## config.mk

```make
export PLATFORM = sky130hd
export DESIGN_NAME = sdp_ram_line_reader
export DESIGN_NICKNAME = d
export VERILOG_FILES = /design/src/rtl/sdp_ram_line_reader.sv
export SDC_FILE = /design/constraint.sdc
export NUM_CORES = 1
export LEC_CHECK = 0
export BUFFER_PORTS_ARGS = -buffer_cell sky130_fd_sc_hd__buf_2
export CAP_MARGIN = 20
export CORE_UTILIZATION = 30
export CTS_CLUSTER_DIAMETER = 80
export CTS_CLUSTER_SIZE = 8
export DETAILED_ROUTE_END_ITERATION = 6
export PLACE_DENSITY = 0.45
export SLEW_MARGIN = 20
export SYNTH_ARGS = -nofsm -noshare
export SYNTH_HDL_FRONTEND = slang
export SYNTH_SLANG_ARGS = --single-unit
```

## constraint.sdc

```tcl
create_clock -name rclk -period 4.95 [get_ports rclk]
set_input_delay 0.495 -clock rclk [delete_from_list [all_inputs] [get_ports rclk]]
set_output_delay 0.495 -clock rclk [all_outputs]
set_load 0.05 [all_outputs]
```

## src/rtl/sdp_ram_line_reader.sv

```systemverilog
// -----------------------------------------------------------------------------
// sdp_ram_line_reader
//
// Purpose:
//   Read-side controller for one simple_dual_port_ram line buffer on the DVI RX
//   path. A start command reads `length` words beginning at `base_addr`, with
//   the RAM address wrapping modulo 2**ADDR_WIDTH. The words leave as a
//   valid/ready stream, and m_last marks the final word of the command.
//   A 4-entry output FIFO with credit-gated read issue hides the 1- or
//   2-clock RAM read latency, so backpressure never drops or repeats a word.
//
// Parameters:
//   DATA_WIDTH  word width (matches the RAM)
//   ADDR_WIDTH  RAM address width, depth = 2**ADDR_WIDTH
//   OUTPUT_REG  "FALSE" -> RAM read latency 1, "TRUE" -> latency 2
//
// Ports:
//   rclk       single clock (RAM read clock)
//   rst        synchronous active-high reset
//   start      command strobe, sampled only in IDLE
//   base_addr  first RAM address, sampled with start
//   length     word count 0..2**ADDR_WIDTH, sampled with start
//   busy       high from the cycle after start until the final handshake
//   done       one-cycle completion pulse
//   ram_re     RAM read enable
//   ram_raddr  RAM read address
//   ram_rdata  RAM read data
//   m_valid    output stream valid
//   m_ready    output stream ready
//   m_data     output word
//   m_last     high with the final word of a command
//   abort      (only with `define RAM_READER_ABORT_EN) abandons a running
//              command without a done pulse
// -----------------------------------------------------------------------------
module sdp_ram_line_reader #(
  parameter int    DATA_WIDTH = 8,
  parameter int    ADDR_WIDTH = 9,
  parameter string OUTPUT_REG = "FALSE"
) (
  input  logic                  rclk,
  input  logic                  rst,
  input  logic                  start,
  input  logic [ADDR_WIDTH-1:0] base_addr,
  input  logic [ADDR_WIDTH:0]   length,
`ifdef RAM_READER_ABORT_EN
  input  logic                  abort,
`endif
  output logic                  busy,
  output logic                  done,
  output logic                  ram_re,
  output logic [ADDR_WIDTH-1:0] ram_raddr,
  input  logic [DATA_WIDTH-1:0] ram_rdata,
  output logic                  m_valid,
  input  logic                  m_ready,
  output logic [DATA_WIDTH-1:0] m_data,
  output logic                  m_last
);

  localparam int LAT = (OUTPUT_REG == "TRUE") ? 2 : 1;

  typedef enum logic [1:0] {IDLE, READ, DRAIN, ABORT} state_t;

  state_t                state, state_nxt;
  logic [ADDR_WIDTH:0]   remaining;    // reads still to issue
  logic [ADDR_WIDTH:0]   beats_left;   // beats still to hand over
  logic [LAT-1:0]        infl_sr;      // one flag per RAM pipeline stage
  logic [DATA_WIDTH-1:0] fifo_mem [4];
  logic [1:0]            wr_ptr, rd_ptr;
  logic [2:0]            fifo_count;
  logic                  zero_done;    // done pulse for a zero-length command
  logic                  cmd_accept;
  logic                  issue, pop, push, abort_req, last_accept;
  logic [2:0]            inflight;
  logic [3:0]            credit_used;

`ifdef RAM_READER_ABORT_EN
  assign abort_req = abort && (state == READ || state == DRAIN);
`else
  assign abort_req = 1'b0;
`endif

  assign cmd_accept = (state == IDLE) && start && (length != '0);

  always_comb begin
    // NOTE: every signal gets a default first so no path leaves one unassigned
    // (which would infer a latch).
    inflight    = 3'($countones(infl_sr));
    m_valid     = (fifo_count != 3'd0);
    pop         = m_valid && m_ready;
    // Occupancy the FIFO will eventually reach: current entries (net of this
    // cycle's pop) plus every read still travelling through the RAM.
    credit_used = {1'b0, fifo_count} + {1'b0, inflight} - 4'(pop);
    issue       = (state == READ) && (remaining != '0) && (credit_used < 4'd4) && !abort_req;
    // Returns landing while aborting are dropped rather than queued.
    push        = infl_sr[LAT-1] && (state != ABORT) && !abort_req;
    m_data      = m_valid ? fifo_mem[rd_ptr] : '0;
    m_last      = m_valid && (beats_left == (ADDR_WIDTH+1)'(1));
    last_accept = (state == DRAIN) && pop && m_last && !abort_req;
    done        = zero_done || last_accept;
    busy        = (state != IDLE);
    ram_re      = issue;

    state_nxt = state;
    unique case (state)
      IDLE:  if (cmd_accept) state_nxt = READ;
      READ:  begin
        if (abort_req) state_nxt = ABORT;
        else if (issue && remaining == (ADDR_WIDTH+1)'(1)) state_nxt = DRAIN;
      end
      DRAIN: begin
        if (abort_req) state_nxt = ABORT;
        else if (last_accept) state_nxt = IDLE;
      end
      ABORT: if (infl_sr == '0) state_nxt = IDLE;
      default: state_nxt = IDLE;
    endcase
  end

  always_ff @(posedge rclk) begin
    if (rst) begin
      state      <= IDLE;
      remaining  <= '0;
      beats_left <= '0;
      ram_raddr  <= '0;
      infl_sr    <= '0;
      wr_ptr     <= '0;
      rd_ptr     <= '0;
      fifo_count <= '0;
      zero_done  <= 1'b0;
    end else begin
      state     <= state_nxt;
      zero_done <= (state == IDLE) && start && (length == '0);
      // The RAM output stage shifts every clock, so the flags shift every clock.
      infl_sr   <= (infl_sr << 1) | LAT'(issue);

      if (cmd_accept) begin
        remaining  <= length;
        beats_left <= length;
        ram_raddr  <= base_addr;
      end else if (abort_req) begin
        remaining  <= '0;
        beats_left <= '0;
      end else begin
        if (issue) begin
          remaining <= remaining - 1'b1;
          ram_raddr <= ram_raddr + 1'b1;  // wraps at the top of the RAM
        end
        if (pop) beats_left <= beats_left - 1'b1;
      end

      if (abort_req) begin
        wr_ptr     <= '0;
        rd_ptr     <= '0;
        fifo_count <= '0;
      end else begin
        if (push) wr_ptr <= wr_ptr + 1'b1;
        if (pop)  rd_ptr <= rd_ptr + 1'b1;
        fifo_count <= fifo_count + 3'(push) - 3'(pop);
      end
    end
  end

  // NOTE: the FIFO storage is deliberately not reset; m_data is masked to zero
  // whenever the FIFO is empty, so stale entries are never visible.
  always_ff @(posedge rclk) begin
    if (push) fifo_mem[wr_ptr] <= ram_rdata;
  end

endmodule

```

# Yosys cells after proc, flatten, opt, wreduce, memory -nomap -nowiden
# Memory sizes are Yosys's and may differ from the RTL's. A register that Yosys moved wholly into a read port is not among the register bits.
# Index checks and enable logic that the tools add are counted.
[classes]
n_addsub = 9
magnitude_cmp = 1
eq_ne = 10
mux = 16
n_reduce_logical = 21
[ops]
columns = ["operator", "n"]
rows = [
  ["10-bit 2-to-1 mux", 4],
  ["10-bit by 1-bit equality test with 1-bit output, second input constant", 2],
  ["10-bit nonzero test", 2],
  ["10-bit by 1-bit subtractor with 10-bit output, second input constant", 2],
  ["9-bit 2-to-1 mux", 2],
  ["2-bit 2-to-1 mux", 6],
  ["1-bit logical AND", 11],
  ["10-bit zero test", 1],
  ["9-bit by 1-bit adder with 9-bit output, second input constant", 1],
  ["8-bit 2-to-1 mux", 1],
  ["2-bit inequality test, second input constant", 4],
  ["2-bit one-hot mux with 4 select lines", 1],
  ["2-bit nonzero test", 3],
  ["2-bit by 1-bit adder with 2-bit output, second input constant", 2],
  ["3-bit by 1-bit adder with 4-bit output", 1],
  ["2-bit equality test, second input constant", 2],
  ["4-bit by 3-bit < comparator with 1-bit output, second input constant", 1],
  ["4-bit AND reduction", 1],
  ["4-bit by 1-bit subtractor with 4-bit output", 1],
  ["3-bit by 1-bit adder with 3-bit output", 1],
  ["3-bit nonzero test", 1],
  ["3-bit by 1-bit subtractor with 3-bit output", 1],
  ["2-bit by 1-bit equality test with 1-bit output, second input constant", 1],
  ["2-bit zero test", 1],
  ["3 further kinds", 4],
]
[totals]
regBits = 40
ramBits = 32
inputBits = 31
out_inout_bits = 22
elab_cells = 67
mem_count = 1
[mem_list]
columns = ["memory", "words", "word_bits", "rd", "rd_clocked_by_memory_dff", "write_ports", "line", "text"]
rows = [
  ["fifo_mem", 4, 8, 1, 1, 1, "67", "logic [DATA_WIDTH-1:0] fifo_mem [4];"],
]

# Longest topological paths before layout
# Gate-level depths: netlist of run 1.
[depth]
word_depth = 8
depth_mapped = 12
ltp_nobuf = 10

# Worst setup path before layout of run 1
# No wires, ideal clock.
[synth_path]
kind = "reg2out"
startpoint = "reg fifo_count[1]"
endpoint = "out m_last"
arrival_time_ps = 1913
t_required_ps = 4455
setup_slack_ps = 2542
stages_incl_launch_ff = 4
path_buffers = 1
path_cell_list = "dfxtp_1 > or3_1 > clkbuf_1 > nor2b_1"
[synth_via]
elab_chain_cells = 2
[synth_lines]
columns = ["element", "line", "text"]
rows = [
  ["start, declared", "69", "logic [2:0] fifo_count;"],
  ["start signal, assigned", "158", "fifo_count <= fifo_count + 3'(push) - 3'(pop);"],
  ["3-bit nonzero test", "88", "m_valid = (fifo_count != 3'd0);"],
  ["net m_valid", "53", "output logic m_valid,"],
  ["1-bit logical AND", "97", "m_last = m_valid && (beats_left == (ADDR_WIDTH+1)'(1));"],
  ["end, declared", "56", "output logic m_last"],
]
# The timed path passes the listed nets, and every way through them passes these cells.

# Worst setup path in the final report of run 1
[layout_path]
startpoint = "reg fifo_count[2]"
endpoint = "out ram_re"
[layout_via]
elab_chain_cells = 5
word_cells_on_any_way = 6
cone_classes = "2 x add/sub; 1 x order compare; 3 x reduce/logical"
[layout_lines]
columns = ["element", "line", "text"]
rows = [
  ["parallel branches: the longest is 2 deep, another holds 3-bit by 1-bit adder with 4-bit output", "--", ""],
  ["4-bit by 1-bit subtractor with 4-bit output *", "92", "credit_used = {1'b0, fifo_count} + {1'b0, inflight} - 4'(pop);"],
  ["4-bit by 3-bit < comparator with 1-bit output *", "93", "issue = (state == READ) && (remaining != '0) && (credit_used < 4'd4) && !abort_req;"],
  ["1-bit logical AND *", "93", ""],
  ["end, declared", "50", "output logic ram_re,"],
]
# Mark *: on every way between the ends.

==> results of run 1 <==
per-stage QoR:
stage | std cells | hold WS (ps) | worst slack (ps)
floorplan | 343 | 459 | 2540
global placement | 521 | 482 | 2080
detailed placement | 521 | 484 | 1920
CTS | 537 | 367 | 1570
global route | 537 | 376 | 1360
finish | 537 | 381 | 1600
report_power, final:
part	total (mW)	switching [mW]	internal [mW]
registers	0.785	0.0814	0.704
logic	0.772	0.503	0.269
clock network	0.746	0.251	0.495
synthesized netlist by cell type, drive strengths merged, types with 7 or more instances:
| cell | count |
|---|---|
| ha | 12 |
| nand2 | 30 |
| o22ai | 8 |
| mux4 | 8 |
| nor2 | 31 |
| nor4 | 8 |
| xor2 | 11 |
| clkbuf | 9 |
| nand2b | 12 |
| and2 | 14 |
| edfxtp | 32 |
| nand3 | 7 |
| buf | 9 |
| inv | 15 |
| dfxtp | 42 |
| nor3 | 11 |
| a21oi | 12 |
kinds of logic after synthesis:
group                      count (synthesis)
AOI/OAI and AO/OA                         64
xor gates and xnor gates                  15
adders and majority gates                 13
buffers and inverters                     33
DFF                                       74
muxes                                     12
and+or+nand+nor                          132
layout make-up:
type                    instances  area (um2)  share of cell area
repair buffers                 53         268              0.0619
flip-flops and latches         74        1800               0.416
multi-input cells             236        1670               0.387
clock buffers                  10         229              0.0529
inverters                      15        61.3              0.0142
well taps                     143         179              0.0414
clock inverters                 6         115              0.0266
sequential cells by signal (all words and copies together), names as in the netlist, named ones only:
signal and cells:
rd_ptr 2, wr_ptr 2, ram_raddr 9, beats_left 10
state 2, infl_sr 1, zero_done 1, fifo_count 3
fifo_mem 32, remaining 10
worst max path at each step:
stage,startpoint,end,slack [ps],cells after the start
final,fifo_count[2]$_SDFF_PP0_,ram_re,1600,8
after global placement,fifo_count[2]$_SDFF_PP0_,ram_re,2080,8
after floorplan,fifo_count[1]$_SDFF_PP0_,m_last,2540,3
after detailed placement,fifo_count[2]$_SDFF_PP0_,ram_re,1920,8
after global routing,fifo_count[2]$_SDFF_PP0_,ram_re,1360,8
after CTS,fifo_count[2]$_SDFF_PP0_,ram_re,1570,8
layer usage:
metal	GRT usage	part of all wire
met5	0	0
met4	0.0453	0.0052
met3	0.0354	0.038
met2	0.211	0.47
met1	0.186	0.49
==> impl_metrics.yaml, run 1 <==
routing:
  routedWlPerCell_um: 15.1
  wl_um: 8110
  drc: 2
  vias: 2671
  avgViaCountPerCell: 4.97
  dr.pass1.iters: 7
  drt_iter0_drc: 152
  drt.antenna.violating_nets: 0
synthesis:
  ys_warn_count: 0
  synth.distinct_cells: 58
  synth_edf_count: 32
  yosys.area_share.simple: 0.186
  syn_area_um2: 3630
  yosysTopAreaCellShare: 0.265
  ys.flop_type: "dfxtp_1"
  synth_mux_area_frac: 0.0607
  yosys.area_share.xor_xnor: 0.0362
  synth_area_per_cell_um2: 10.6
  synth-compound-area-share: 0.131
  yosys.area_share.adder: 0.0469
  synth-async-reset-ratio: 0
  synth_top_family_by_area: "simple AND/OR/NAND/NOR gates"
  synth_nets: 387
  synth_top_area_cell: "edfxtp_1"
  ys_top_cells_by_area: "edfxtp_1, dfxtp_1, mux4_2, ha_1, nor2_1"
  ys_ff_latch: 74
  syn_inst: 343
  yosysSeqAreaShare: 0.496
placement:
  port_buffers: 52
  dpl_cell_area_um2: 3980
  routabilityCongestion: 0.739
  dp_hpwl_um: 5610
floorplanning:
  io-pin-count: 53
  die_w_um: 112
  core_area_um2: 11600
  die_area_um2: 12500
  dieHeight_um: 112
  start_util: 0.313
  rows: 39
worst_setup_path:
  cp-end-kind: "primary output"
  rr_startpoint: "fifo_count[2]$_SDFF_PP0_"
  path_cells: "inv_1, ha_1, nor4b_1, nor3_1, o221ai_1, or2_1, inv_6, buf_2"
  crit_family: "simple AND/OR/NAND/NOR gates"
  r2r_slack_ps: 2070
  timing.rr.end: "remaining[9]$_SDFFE_PP0P_"
  cp_max_fo: 18
  slowest_stage: "o221ai_1"
  worstPathArrival_ps: 2850
  path_class: "reg -> out"
  cp-start-kind: "flip-flop"
  crit_buf_inv: 3
  r2r_cells: 9
  critPathRequiredTime_ps: 4450
  cpPeakStageDelay_ps: 440
finish:
  drive_above_1_share: 0.208
  final_cell_area_um2: 4330
  final_cell_mix: "buf_2, dfxtp_1, edfxtp_1"
  final_nets: 433
  fin_util: 0.373
  syn_to_final_growth_pct: 19.2
  final_common_cell: "buf_2"
  nFillCells: 1172
  antenna_cells: 0
sta:
  fin_crit_sh: 0.676
  fin_skew_ps: 3.29
  fmax_mhz: 299
  hold_violations: 0
  tns_ps: 0
  worst_pin_slew_ps: 973
  min_period_ps: 3350
  rsz0062_at_grt: "no"
  drv_slew: 0
  setup_viol: 0
  slew_headroom: 0.346
clocking:
  insertion_delay_ps: 320
  cts_buffers: 9
  ctsResizeCount: 0
  cts_buffer_depth: 2
  cts_root_buf: "clkbuf_16"
  clkSinkCount: 74
  clk_pin_slew_ps: 60
  cts_tree: "yes"
  hold_buffers: 0
  htreeDepth: 3
  cts_setup_buffers: 0
power:
  powerDensity_nw_per_um2: 532
  total_power_mw: 2.30
  p_leak_nw: 1.65
  irDropWorstVdd_mv: 0.178
global_routing:
  grt_max_degree: 49
  antenna_found_initial: 0
  first_global_vias: 2527
  grt_pass1_wl_um: 13200
  grt_overflow: 0
  track_usage: 0.137
worst_hold_path:
  hp-start: "ram_rdata[4]"
  min_path_cells: 1
  worstHoldEndpoint: "fifo_mem[2][4]$_DFFE_PP_"
  hold_class: "in -> reg"
run:
  drv_cap: 0
status:
  status: "finished with violations"
  violations: "DRC"
No activity file was read; power rests on OpenSTA's default activity.
==> inputs of run 2 (changes only) <==
- PLACE_DENSITY: 0.45 -> 0.47
- clock period: 4.95 -> 3 ns (I/O delays scaled with it)
==> run 2 against run 1 <==
  * The flow still finishes with violations (DRC)
  * Sequential power up 66%
  * Critical endpoint unchanged
  * Die area unchanged
  * Total power up 58%
  * Worst hold slack worse by 210 ps
  * Clock skew up 1.9 ps
  * Combinational power up 71%
  * Clock power up 38%
  * Register-to-register slack worse by 1500 ps
  * Highest routed layer unchanged
  * Design area up 0.14%
==> impl_metrics.yaml, run 2 (synthesis results as in run 1) <==
status:
  status: "finished with violations"
  violations: "DRC"
sta:
  setup_viol: 0
  min_period_ps: 2770
  slew_headroom: 0.624
  rsz0062_at_grt: "no"
  drv_slew: 0
  fin_skew_ps: 5.21
  fmax_mhz: 361
  fin_crit_sh: 0.923
  hold_violations: 0
  tns_ps: 0
  worst_pin_slew_ps: 564
  hold_ws_ps: 173
clocking:
  cts_buffer_depth: 2
  cts_root_buf: "clkbuf_16"
  cts_buffers: 9
  cts_tree: "yes"
  cts_setup_buffers: 0
  hold_buffers: 0
  clk_pin_slew_ps: 60
  clkSinkCount: 74
  ctsResizeCount: 0
  htreeDepth: 3
  insertion_delay_ps: 340
floorplanning:
  dieHeight_um: 112
  core_area_um2: 11600
  die_area_um2: 12500
  io-pin-count: 53
  die_w_um: 112
  rows: 39
  start_util: 0.313
finish:
  nFillCells: 1159
  antenna_cells: 0
  final_cell_mix: "buf_2, dfxtp_1, edfxtp_1"
  largest_reg_flops: 32
  final_cell_area_um2: 4330
  final_common_cell: "buf_2"
  regMostFlops: "fifo_mem"
  syn_to_final_growth_pct: 19.4
  final_nets: 441
  multi_input_area_um2: 1680
  reg_top3: "fifo_mem x32, beats_left x10, remaining x10"
  drive_above_1_share: 0.231
  register_area_um2: 1800
worst_setup_path:
  worstPathArrival_ps: 2470
  critPathRequiredTime_ps: 2700
  path_class: "reg -> out"
  cpPeakStageDelay_ps: 440
  cp_max_fo: 18
  path_cells: "inv_1, ha_1, nor4b_1, nor3_1, o221ai_1, or2_4, inv_6, clkbuf_4"
  cp-start-kind: "flip-flop"
  slowest_stage: "dfxtp_1"
  cp-end-kind: "primary output"
routing:
  vias: 2721
  drt.antenna.violating_nets: 0
  drc: 3
  dr.pass1.iters: 7
  wl_um: 8240
  avgViaCountPerCell: 4.99
  drt_iter0_drc: 112
  routedWlPerCell_um: 15.1
placement:
  dpl_cell_area_um2: 4040
  port_buffers: 52
  routabilityCongestion: 0.781
  dp_hpwl_um: 5830
run:
  drv_cap: 0
power:
  powerDensity_nw_per_um2: 842
  irDropWorstVdd_mv: 0.383
  total_power_mw: 3.65
  p_leak_nw: 1.67
global_routing:
  track_usage: 0.140
  first_global_vias: 2600
  antenna_found_initial: 0
  grt_max_degree: 27
  grt_pass1_wl_um: 13300
  grt_overflow: 0
worst_hold_path:
  hold_class: "in -> reg"
run 2: cell count changes in the layout (fill, tap and decap cells not counted):
cell	change
dfxtp_2	+1
or2_4	+1
buf_4	+8
bufinv_16	-3
clkinv_2	+1
buf_2	-1
or2_1	-1
dfxtp_1	-1
inv_8	+1
clkbuf_1	-1
clkbuf_4	+1
inv_6	+2
run 2: worst max-delay path, delay by kind of cell, from the launching register on:
family                   cells  cell delay (ps)
buffers and inverters        3              500
flip-flops                   1              440
adder cells (fa/ha/maj)      1              350
AO/OA/AOI/OAI                1              160
AND/OR/NAND/NOR              3              650
run 2: final cells by class:
class                      instances  share of cell area
clock buffer                       9              0.0520
clock inverter                     7              0.0136
inverter                          15              0.0141
multi-input combinational        236               0.387
sequential                        74               0.416
tap                              143              0.0413
timing repair buffer              61              0.0762
run 2: worst paths after layout:
path / startpoint / to / slack, ps / cells after the start
worst max-delay path: fifo_count[2]$_SDFF_PP0_ / ram_re / 230 / 8
worst min-delay path: ram_rdata[6] / fifo_mem[0][6]$_DFFE_PP_ / 170 / 1
worst max register to register: fifo_count[2]$_SDFF_PP0_ / remaining[8]$_SDFFE_PP0P_ / 580 / 9
worst min register to register: remaining[3]$_SDFFE_PP0P_ / remaining[3]$_SDFFE_PP0P_ / 500 / 2
run 2: metal layers:
metal | up-vias | share of wire | track usage
li1 | 1367 | - | -
met1 | 1267 | 0.45 | 0.171
met2 | 77 | 0.48 | 0.223
met3 | 10 | 0.056 | 0.0517
met4 | 0 | 0.015 | 0.0596
met5 | - | 0 | 0
run 2: stage by stage:
step	util	instances	setup WS [ps]
after floorplan	-	343	767
after global placement	0.348	529	505
after detailed placement	0.348	529	403
after CTS	0.373	545	16.1
after global routing	0.373	545	20.8
final	0.373	545	231
run 2: power by group:
part	switching [mW]	internal, mW
combinational	0.839	0.482
clock	0.455	0.574
sequential	0.135	1.16
total	1.43	2.22
